## src/rtl/reg_writeback_ctrl_if.sv

```systemverilog
// Signal bundle between the result producers / read ports and reg_writeback_ctrl.
// master drives results and read addresses; slave is the controller.
interface reg_writeback_ctrl_if;
  logic        alu_valid;
  logic [2:0]  alu_addr;
  logic [15:0] alu_data;
  logic        ld_valid;
  logic        ld_ready;
  logic [2:0]  ld_addr;
  logic [15:0] ld_data;
  logic [2:0]  rd0_addr;
  logic [2:0]  rd1_addr;
  logic        rd0_hazard;
  logic        rd1_hazard;
  logic        wr_en;
  logic [2:0]  wr0_addr;
  logic [15:0] wr0_data;
  logic        init_done;
  logic        err_drop;

  modport master (
    output alu_valid, alu_addr, alu_data, ld_valid, ld_addr, ld_data, rd0_addr, rd1_addr,
    input  ld_ready, rd0_hazard, rd1_hazard, wr_en, wr0_addr, wr0_data, init_done, err_drop
  );

  modport slave (
    input  alu_valid, alu_addr, alu_data, ld_valid, ld_addr, ld_data, rd0_addr, rd1_addr,
    output ld_ready, rd0_hazard, rd1_hazard, wr_en, wr0_addr, wr0_data, init_done, err_drop
  );
endinterface

```

## src/rtl/reg_writeback_ctrl.sv

```systemverilog
// Write-port arbiter for the 8x16 register file: post-reset zero sweep, ALU-priority
// writeback, 2-entry load FIFO and read-after-write hazard flags.
module reg_writeback_ctrl (
  input logic             clk,
  input logic             rst,
  reg_writeback_ctrl_if.slave bus
);
  typedef enum logic {CLEAR, RUN} state_t;

  state_t      state, state_n;
  logic [2:0]  idx, idx_n;
  logic        wr_en_q, wr_en_n;
  logic [2:0]  wr_addr_q, wr_addr_n;
  logic [15:0] wr_data_q, wr_data_n;
  logic        init_q, init_n;
  logic        err_q, err_n;

  logic [2:0]  fifo_addr [2];
  logic [15:0] fifo_data [2];
  logic        rd_ptr, wr_ptr;
  logic [1:0]  count;
  logic [1:0]  occ;
  logic        push, pop;
  logic        haz0, haz1;

  assign bus.ld_ready   = init_q && (count != 2'd2);
  assign push           = bus.ld_valid && bus.ld_ready;
  assign bus.wr_en      = wr_en_q;
  assign bus.wr0_addr   = wr_addr_q;
  assign bus.wr0_data   = wr_data_q;
  assign bus.init_done  = init_q;
  assign bus.err_drop   = err_q;
  assign bus.rd0_hazard = haz0;
  assign bus.rd1_hazard = haz1;

  // RUN is entered with the last clear write; init_done follows one cycle later,
  // and until then ALU results are still dropped.
  always_comb begin
    state_n   = state;
    idx_n     = idx;
    wr_en_n   = 1'b0;
    wr_addr_n = wr_addr_q;
    wr_data_n = wr_data_q;
    init_n    = init_q;
    err_n     = err_q | (bus.alu_valid & ~init_q);
    pop       = 1'b0;
    unique case (state)
      CLEAR: begin
        wr_en_n   = 1'b1;
        wr_addr_n = idx;
        wr_data_n = '0;
        idx_n     = idx + 3'd1;
        if (idx == 3'd7) state_n = RUN;
      end
      RUN: begin
        if (!init_q) begin
          init_n = 1'b1;
        end else if (bus.alu_valid) begin
          wr_en_n   = 1'b1;
          wr_addr_n = bus.alu_addr;
          wr_data_n = bus.alu_data;
        end else if (count != 2'd0) begin
          pop       = 1'b1;
          wr_en_n   = 1'b1;
          wr_addr_n = fifo_addr[rd_ptr];
          wr_data_n = fifo_data[rd_ptr];
        end
      end
      default: state_n = CLEAR;
    endcase
  end

  always_ff @(posedge clk or posedge rst) begin
    if (rst) begin
      state     <= CLEAR;
      idx       <= '0;
      wr_en_q   <= 1'b0;
      wr_addr_q <= '0;
      wr_data_q <= '0;
      init_q    <= 1'b0;
      err_q     <= 1'b0;
    end else begin
      state     <= state_n;
      idx       <= idx_n;
      wr_en_q   <= wr_en_n;
      wr_addr_q <= wr_addr_n;
      wr_data_q <= wr_data_n;
      init_q    <= init_n;
      err_q     <= err_n;
    end
  end

  always_ff @(posedge clk or posedge rst) begin
    if (rst) begin
      for (int unsigned i = 0; i < 2; i++) begin
        fifo_addr[i] <= '0;
        fifo_data[i] <= '0;
      end
      rd_ptr <= 1'b0;
      wr_ptr <= 1'b0;
      count  <= '0;
    end else begin
      if (push) begin
        fifo_addr[wr_ptr] <= bus.ld_addr;
        fifo_data[wr_ptr] <= bus.ld_data;
        wr_ptr            <= ~wr_ptr;
      end
      if (pop) rd_ptr <= ~rd_ptr;
      unique case ({push, pop})
        2'b10:   count <= count + 2'd1;
        2'b01:   count <= count - 2'd1;
        default: count <= count;
      endcase
    end
  end

  // Occupancy mask of the FIFO slots, used to qualify hazard address matches.
  always_comb begin
    unique case (count)
      2'd0:    occ = 2'b00;
      2'd1:    occ = rd_ptr ? 2'b10 : 2'b01;
      default: occ = 2'b11;
    endcase
  end

  always_comb begin
    haz0 = wr_en_q && (bus.rd0_addr == wr_addr_q);
    haz1 = wr_en_q && (bus.rd1_addr == wr_addr_q);
    for (int unsigned i = 0; i < 2; i++) begin
      if (occ[i] && (fifo_addr[i] == bus.rd0_addr)) haz0 = 1'b1;
      if (occ[i] && (fifo_addr[i] == bus.rd1_addr)) haz1 = 1'b1;
    end
  end
endmodule

```

## src/flat_wrapper.sv

```systemverilog
// flat-port wrapper written by rule: the top's interface ports become plain ports
module reg_writeback_ctrl_flat 
  (clk, rst, bus_alu_valid, bus_alu_addr, bus_alu_data, bus_ld_valid, bus_ld_addr, bus_ld_data, bus_rd0_addr, bus_rd1_addr, bus_ld_ready, bus_rd0_hazard, bus_rd1_hazard, bus_wr_en, bus_wr0_addr, bus_wr0_data, bus_init_done, bus_err_drop);
  reg_writeback_ctrl_if bus_i ();
  input logic clk;
  input logic rst;
  input wire logic [$bits(bus_i.alu_valid)-1:0] bus_alu_valid;
  input wire logic [$bits(bus_i.alu_addr)-1:0] bus_alu_addr;
  input wire logic [$bits(bus_i.alu_data)-1:0] bus_alu_data;
  input wire logic [$bits(bus_i.ld_valid)-1:0] bus_ld_valid;
  input wire logic [$bits(bus_i.ld_addr)-1:0] bus_ld_addr;
  input wire logic [$bits(bus_i.ld_data)-1:0] bus_ld_data;
  input wire logic [$bits(bus_i.rd0_addr)-1:0] bus_rd0_addr;
  input wire logic [$bits(bus_i.rd1_addr)-1:0] bus_rd1_addr;
  output wire logic [$bits(bus_i.ld_ready)-1:0] bus_ld_ready;
  output wire logic [$bits(bus_i.rd0_hazard)-1:0] bus_rd0_hazard;
  output wire logic [$bits(bus_i.rd1_hazard)-1:0] bus_rd1_hazard;
  output wire logic [$bits(bus_i.wr_en)-1:0] bus_wr_en;
  output wire logic [$bits(bus_i.wr0_addr)-1:0] bus_wr0_addr;
  output wire logic [$bits(bus_i.wr0_data)-1:0] bus_wr0_data;
  output wire logic [$bits(bus_i.init_done)-1:0] bus_init_done;
  output wire logic [$bits(bus_i.err_drop)-1:0] bus_err_drop;
  assign bus_i.alu_valid = bus_alu_valid;
  assign bus_i.alu_addr = bus_alu_addr;
  assign bus_i.alu_data = bus_alu_data;
  assign bus_i.ld_valid = bus_ld_valid;
  assign bus_i.ld_addr = bus_ld_addr;
  assign bus_i.ld_data = bus_ld_data;
  assign bus_i.rd0_addr = bus_rd0_addr;
  assign bus_i.rd1_addr = bus_rd1_addr;
  assign bus_ld_ready = bus_i.ld_ready;
  assign bus_rd0_hazard = bus_i.rd0_hazard;
  assign bus_rd1_hazard = bus_i.rd1_hazard;
  assign bus_wr_en = bus_i.wr_en;
  assign bus_wr0_addr = bus_i.wr0_addr;
  assign bus_wr0_data = bus_i.wr0_data;
  assign bus_init_done = bus_i.init_done;
  assign bus_err_drop = bus_i.err_drop;
  reg_writeback_ctrl u_core (.clk(clk), .rst(rst), .bus(bus_i));
endmodule
```

## config.mk

```make
export PLATFORM = sky130hd
export DESIGN_NAME = reg_writeback_ctrl_flat
export DESIGN_NICKNAME = d
export VERILOG_FILES = /design/src/rtl/reg_writeback_ctrl_if.sv /design/src/rtl/reg_writeback_ctrl.sv /design/src/flat_wrapper.sv
export SDC_FILE = /design/constraint.sdc
export NUM_CORES = 1
export LEC_CHECK = 0
export ABC_AREA = 1
export ABC_CLOCK_PERIOD_IN_PS = 2250
export CORE_MARGIN = 10
export CORE_UTILIZATION = 46
export DETAILED_ROUTE_END_ITERATION = 16
export PLACE_DENSITY = 0.8
export SLEW_MARGIN = 25
export SYNTH_ARGS = -nofsm -noshare
export SYNTH_HDL_FRONTEND = slang
export SYNTH_SLANG_ARGS = --single-unit
```

## constraint.sdc

```tcl
create_clock -name clk -period 2.25 [get_ports clk]
set_input_delay 0.45 -clock clk [delete_from_list [all_inputs] [get_ports clk]]
set_output_delay 0.45 -clock clk [all_outputs]
set_load 0.03 [all_outputs]
```

==> key figures, run 1 <==
Run status
  – Outcome: finished clean

Placed design
  – Placer Congestion: roughly 0.8
  – Port Buf Inserts: just over 70
  – Dpl hpwl: roughly 6.0 mm

Die
  – Die height: between 100 and 150 um
  – Rows: 31
  – Die area: 0.0114 mm^2
  – Core area: 0.00729 mm^2
  – Initial core utilization: 47.5%
  – I/O Pins: between 70 and 80
  – Die Span X: between 100 and 150 um

Clock network
  – Worst-path clk slew: 0.07 ns
  – CTS Buf Count: 9
  – Postcts setup bufs: 0
  – TritonCTS clock tree: done
  – Clock Sinks: just under 70
  – Post-CTS Hold Fix Bufs: 0
  – CTS H-Tree Depth: 3
  – Clock latency on the worst-skew pair: about 0.34 ns
  – Clock Path Buffers: 2
  – Root Buffer: clkbuf_8

Routing
  – Vias: 3,052
  – WL/cell: 13.4 um
  – DRC: 0
  – Final ANT Viol Nets: 0
  – Post-Route WL: about 8.4 mm
  – Drt via density: a little under 5
  – Drt pass-1 iters: 4
  – Initial drt markers: 117

Power and ir drop
  – Net Sw Power: 2.46 mW
  – Pwr Density: roughly 1300 mW/mm^2
  – Sw frac: a little over two fifths
  – Pleak: about 2.2 nW
  – Power Internal: ~3.3 mW
  – Clock power frac: ~16%
  – Combinational power share: ~47%
  – Register share of total power: 37.3%
  – Worst VDD drop: between 700 and 800 uV
  – Total power: about 5.7 mW

Finish
  – Area of the multi-input gates: approximately 0.0015 mm^2
  – Nets@finish: between 500 and 600
  – Fraction of layout cells with a size suffix above 1: 8.40%
  – Area occupied by registers: 0.00170 mm^2
  – Fillers: around 670
  – Antenna Cells: 0
  – Syn-to-layout area delta: 28.4%

Synthesis
  – Dominant synthesized flop cell: dfrtp_1
  – Syn_area_per_cell: between 7 and 8 um^2
  – Register bit count reported by yosys: 68
  – EDFF count, synth: 0
  – FFs w/ async S/R, synth: between 90% and 100%
  – Syn_nets: ~500
  – Post-synth top area cell: dfrtp_1
  – Ranking of synthesized cells by area: dfrtp_1 49%, nand2_1 21%, inv_1 4.8%, nand3_1 3.6%, o211ai_1 3.5%
  – Synth warn: 0
  – Register area share after synthesis: about half
  – Top-area cell type share of the netlist area: between 40 and 50%
  – Synth cell count leaders: 197 x nand2_1, 68 x dfrtp_1, 44 x inv_1
  – Cell area after synthesis: between 0.003 and 0.004 mm^2
  – Most frequent cell after synthesis: nand2_1
  – Cell variety after synth: 24
  – Syn Inst Count: 447

Timing
  – Final setup vio count: 0
  – Worst Skew: between 0.009 and 0.01 ns
  – Max-slew violation count: 0
  – Final hold vios: 0
  – Worst slew pin tran: 0.358 ns
  – Fin crit share: 92.3%
  – F_max: about 480 MHz
  – Tmin final: between 2 and 2.5 ns
  – Final hold slack: 0.482 ns
  – Setup TNS: 0 ns
  – Unrepaired setup endpoints after global routing: false
  – Relative slew slack: between 70% and 80%

Critical path
  – CP delay by family, top: simple AND/OR/NAND/NOR gates
  – Crit path cell chain: inv_1 > ha_1 > nand2_1 > nand2_1 > nor2_1 > nand2_1 > nand3_1 > buf_4
  – Critical Path RT: around 1.8 ns
  – CP max stage delay: 0.38 ns
  – CP Launch Type: flip-flop
  – Crit Path Class: reg -> out
  – Crit path buffers/inverters: 2
  – Critical path arrival: about 1.6 ns
  – Cell mode on critical path: nand2_1
  – Crit path capture type: output pin
  – Crit path max-delay cell type: dfrtp_1
  – Max Fanout on Critical Path: 4

Global routing
  – Grt ovf: 0
  – Vias in the first global route: about 3,000
  – First-pass GRT wire length: about 14 mm
  – Initial antenna violation count: 0
  – Total Routing Usage GR: roughly 15%
  – Largest net degree at the start of global routing: just under 70

Worst hold path
  – Hold Crit Class: reg -> reg

Flow run
  – Maxcap violations: 0
[registers in the layout, summed over array words and instances (netlist names)]
signal / cells
u_core.bus.wr_en: 1
u_core.bus.init_done: 1
u_core.fifo_data: 32
u_core.count: 2
u_core.bus.err_drop: 1
u_core.fifo_addr: 6
u_core.idx: 3
u_core.bus.wr0_addr: 3
u_core.state: 1
u_core.bus.wr0_data: 16
u_core.rd_ptr: 1
u_core.wr_ptr: 1
[placed cells by master, fill, tap and decap left out, drive strengths merged]
| cell | instances |
|---|---|
| o211ai | 16 |
| clkdlybuf4s50 | 69 |
| clkinv | 5 |
| or2 | 1 |
| dlygate4sd2 | 1 |
| nand3b | 1 |
| ha | 6 |
| nand3 | 26 |
| buf | 11 |
| clkbuf | 10 |
| xor2 | 1 |
| dfrtp | 68 |
| xnor2 | 3 |
| clkinvlp | 1 |
| nand2 | 197 |
| o21bai | 1 |
| a21oi | 1 |
| o21ai | 39 |
| nor2 | 21 |
| inv | 46 |
[power by group through the flow]
| stage | clock [mW] | combinational (mW) | sequential [mW] |
|---|---|---|---|
| after global placement | 0 | 2.67 | 2.13 |
| after detailed placement | 0 | 2.73 | 2.15 |
| final | 0.891 | 2.70 | 2.14 |
| after CTS | 0.923 | 2.74 | 2.14 |
| after global routing | 0.972 | 3.03 | 2.22 |
| after floorplan | 0 | 1.55 | 2.42 |
[cell type report]
class / instances / area share (%)
flip-flops and latches: 68 / 38.2
multi-input cells: 313 / 32.7
repair buffers: 81 / 18.4
inverters: 46 / 3.88
clock buffers: 10 / 3.09
well taps: 99 / 2.78
clock inverters: 6 / 0.900
[final timing paths]
path / slack [ns] / start / endpoint / depth (start not counted)
max reg2reg: 0.56 / u_core.count[0] / u_core.fifo_data[18] / 7
max in group asynchronous: 1.46 / rst / u_core.fifo_data[8] / 3
min: 0.48 / u_core.bus.err_drop / u_core.bus.err_drop / 1
max: 0.17 / u_core.count[0] / bus_rd0_hazard / 8
min reg2reg: 0.48 / u_core.bus.err_drop / u_core.bus.err_drop / 1
min in group asynchronous: 0.50 / rst / u_core.bus.wr0_data[5] / 3
[stage by stage]
step / setup WS (ns) / instances / area (um^2) / util [%]
finish: 0.174 / 623 / 4450 / 61.0
global route: 0.00170 / 623 / 4450 / 61.0
CTS: 0.161 / 623 / 4450 / 61.0
detailed placement: 0.224 / 607 / 4270 / 58.6
global placement: 0.249 / 607 / 4270 / 58.6
floorplan: 0.0885 / 447 / 3470 / -
[timing repair]
item	4_1_cts	5_1_grt
gates resized for setup	1	0
endpoints found under the setup margin	1	0
endpoints found under the hold margin	0	0
[logic make-up after synthesis]
group / count (synthesis) / synth area share, %
AO/OA/AOI/OAI: 57 / 10.5
flip-flops: 68 / 49.1
buffers and inverters: 66 / 8.95
XOR/XNOR: 4 / 1.01
AND/OR/NAND/NOR: 246 / 28.2
adder cells (fa/ha/maj): 6 / 2.17
[layer usage]
metal	up-vias	global-route usage, %	share of wire, %
met1	1415	18.7	45
met3	12	4.01	5.1
li1	1544	-	-
met4	0	5.90	1.7
met5	-	0	0
met2	81	24.9	48
(Power assumes the default switching activity.)
==> inputs of run 2 (changes only) <==
--- a/config.mk
+++ b/config.mk
@@ -5,12 +5,13 @@
 export SDC_FILE = /design/constraint.sdc
 export NUM_CORES = 1
 export LEC_CHECK = 0
-export ABC_AREA = 1
+export ABC_AREA = 0
 export ABC_CLOCK_PERIOD_IN_PS = 2250
 export CORE_MARGIN = 10
-export CORE_UTILIZATION = 46
+export CORE_UTILIZATION = 54
 export DETAILED_ROUTE_END_ITERATION = 16
-export PLACE_DENSITY = 0.8
+export DONT_BUFFER_PORTS = 1
+export PLACE_DENSITY = 0.76
 export SLEW_MARGIN = 25
 export SYNTH_ARGS = -nofsm -noshare
 export SYNTH_HDL_FRONTEND = slang
==> constraint.sdc (replaced) <==
create_clock -name clk -period 2.25 [get_ports clk]
set_input_delay 0.45 -clock clk [delete_from_list [all_inputs] [get_ports clk]]
set_output_delay 0.45 -clock clk [all_outputs]
set_load 0.1 [all_outputs]
==> key figures, run 2 <==
Synthesis
  – Synth Area in Simple Gates: about 6.3%
  – Post-synth top area cell: dfrtp_1
  – Syn Inst Count: roughly 260
  – Most frequent cell after synthesis: dfrtp_1
  – Largest family of logic cells by synthesized area: multiplexers
  – Synth warn: 0
  – Syn_nets: around 320
  – Compound-Gate Fraction of Synth Area: 9.37%
  – Syn_area_per_cell: approximately 13 um^2
  – Top-area cell type share of the netlist area: between 50% and 60%
  – XOR/XNOR share of the synthesized area: about 6.1%
  – Dominant synthesized flop cell: dfrtp_1
  – Mux contribution to synthesized area: approximately a fifth
  – FFs w/ async S/R, synth: 100%
  – Cell area after synthesis: 0.00330 mm^2
  – Register area share after synthesis: around 52%
  – Synth Area in Adders: under 10%
  – EDFF count, synth: 0
  – Synth cell count leaders: 68 x dfrtp_1, 24 x mux2_2, 21 x nand2_1
  – Ranking of synthesized cells by area: dfrtp_1 52%, mux2_2 8.2%, mux2i_1 6.1%, xnor2_1 5.3%, mux2_4 4.6%
  – Register bit count reported by yosys: between 60 and 70
  – Cell variety after synth: 32

Routing
  – DRC: 0
  – Initial drt markers: 36
  – WL/cell: 19.7 um
  – Post-Route WL: between 7 and 8 mm
  – Drt pass-1 iters: 4
  – Final ANT Viol Nets: 0
  – Vias: between 2,000 and 2,500
  – Drt via density: roughly 5.7

Finish
  – Antenna Cells: 0
  – Most frequent cells in the layout: 67 x dfrtp_1, 30 x buf_4, 24 x mux2_2
  – Most common cell after layout, fill and taps aside: dfrtp_1
  – Nets@finish: 345
  – Syn-to-layout area delta: 15.7%
  – Area occupied by registers: between 0.0015 and 0.002 mm^2
  – Fillers: about 460
  – Largest register FFs: 32
  – Fraction of layout cells with a size suffix above 1: about a third
  – Area of the multi-input gates: between 0.0015 and 0.002 mm^2
  – Biggest register: u_core.fifo_data

Timing
  – Worst Skew: about 0.0093 ns
  – Fin worst setup slack: about 0.009 ns
  – Final setup vio count: 0
  – Final hold vios: 0
  – Relative slew slack: 37.8%
  – Unrepaired setup endpoints after global routing: true
  – Fin crit share: 99.6%
  – Max-slew violation count: 0
  – Worst slew pin tran: about 0.93 ns
  – Tmin final: 2.24 ns
  – F_max: about 450 MHz

Critical path
  – Critical path arrival: approximately 1.8 ns
  – Crit Path Class: reg -> out
  – Critical Path RT: about 1.8 ns
  – R2r setup slk: between 0.2 and 0.25 ns
  – Worst r2r dst: u_core.bus.wr0_data[10]
  – CP Launch Type: flip-flop
  – R2r worst-path depth: 6
  – Crit path capture type: output pin
  – Max Fanout on Critical Path: 3
  – RR Startpoint: u_core.count[1]

Die
  – Rows: 28
  – Die area: 0.00963 mm^2
  – Initial core utilization: between 50% and 60%
  – Die Span X: a little under 100 um
  – Core area: about 0.006 mm^2
  – Die height: 98.2 um
  – I/O Pins: between 70 and 80

Clock network
  – Worst-path clk slew: roughly 0.08 ns
  – CTS H-Tree Depth: 3
  – Clock Path Buffers: 2
  – Clock Sinks: between 60 and 70
  – CTS Buf Count: 9
  – Clock latency on the worst-skew pair: roughly 0.34 ns
  – Root Buffer: clkbuf_8
  – TritonCTS clock tree: done

Run status
  – Outcome: finished clean

Placed design
  – Port Buf Inserts: 0
  – Dpl hpwl: 5.32 mm
  – Pre-CTS WS: around 0.17 ns
  – Placer Congestion: approximately 0.8

Global routing
  – Largest net degree at the start of global routing: 44
  – Initial antenna violation count: 0
  – Vias in the first global route: between 2,000 and 2,500
  – Total Routing Usage GR: between 10% and 20%
  – First-pass GRT wire length: 12.0 mm
  – Grt ovf: 0

Worst hold path
  – Hold Crit Class: in -> async

Flow run
  – Maxcap violations: 0
run 2: final cells by class:
type | instances | area share, %
multi-input cells | 172 | 39.9
flip-flops and latches | 68 | 44.6
well taps | 75 | 2.46
repair buffers | 33 | 7.74
inverters | 7 | 0.688
clock buffers | 11 | 3.97
clock inverters | 4 | 0.656
run 2: per-layer routing:
layer	global-route usage, %	part of all wire (%)
met4	3.64	1.0
met3	7.40	8.7
met2	25.1	49
met5	0	0
met1	18.0	42
run 2: logic make-up (layout without fill, tap and decap cells):
kind of cell / count (synthesis) / in the layout
flip-flops: 68 / 68
adder cells (fa/ha/maj): 6 / 6
XOR/XNOR: 23 / 23
buffers and inverters: 21 / 55
multiplexers: 61 / 61
AND/OR/NAND/NOR: 38 / 38
AO/OA/AOI/OAI: 44 / 44
run 2: worst max path at each step:
stage	start	endpoint	cells after the start
after floorplan	u_core.count[1]	bus_rd0_hazard	5
after global placement	u_core.count[0]	u_core.bus.wr0_data[14]	6
after detailed placement	u_core.count[0]	u_core.bus.wr0_data[10]	6
after CTS	u_core.count[1]	bus_rd0_hazard	6
after global routing	u_core.count[1]	bus_rd0_hazard	6
final	u_core.count[0]	bus_rd0_hazard	6
run 2: worst max-delay path: stages (launching register included):
cell       delay [ns]
dfrtp_1          0.36
buf_4            0.14
ha_4             0.16
nand2b_1         0.13
o2111ai_1        0.12
o211ai_1         0.28
clkbuf_16        0.27
run 2: what timing repair did:
item                                   CTS  global route
gates resized for setup                  4             1
pin swaps                                1             2
setup endpoints to repair                2             2
hold buffers                             0             0
buffers inserted                         1             0
endpoints found under the hold margin    0             0
run 2: stage by stage:
step                      util (%)  hold WS (ns)  area, um^2  setup TNS [ns]  instances
after global placement        60.9         0.411        3610               0        354
after CTS                     64.3        0.0504        3810               0        370
after floorplan                  -         0.457        3300           -1.12        261
final                         64.5        0.0381        3820               0        370
after global routing          64.5        0.0569        3820         -0.0899        370
after detailed placement      60.9         0.411        3610               0        354
Power of run 2 is not shown: default switching activity piles up to over one toggle a cycle in this logic, so the estimate is an artifact.
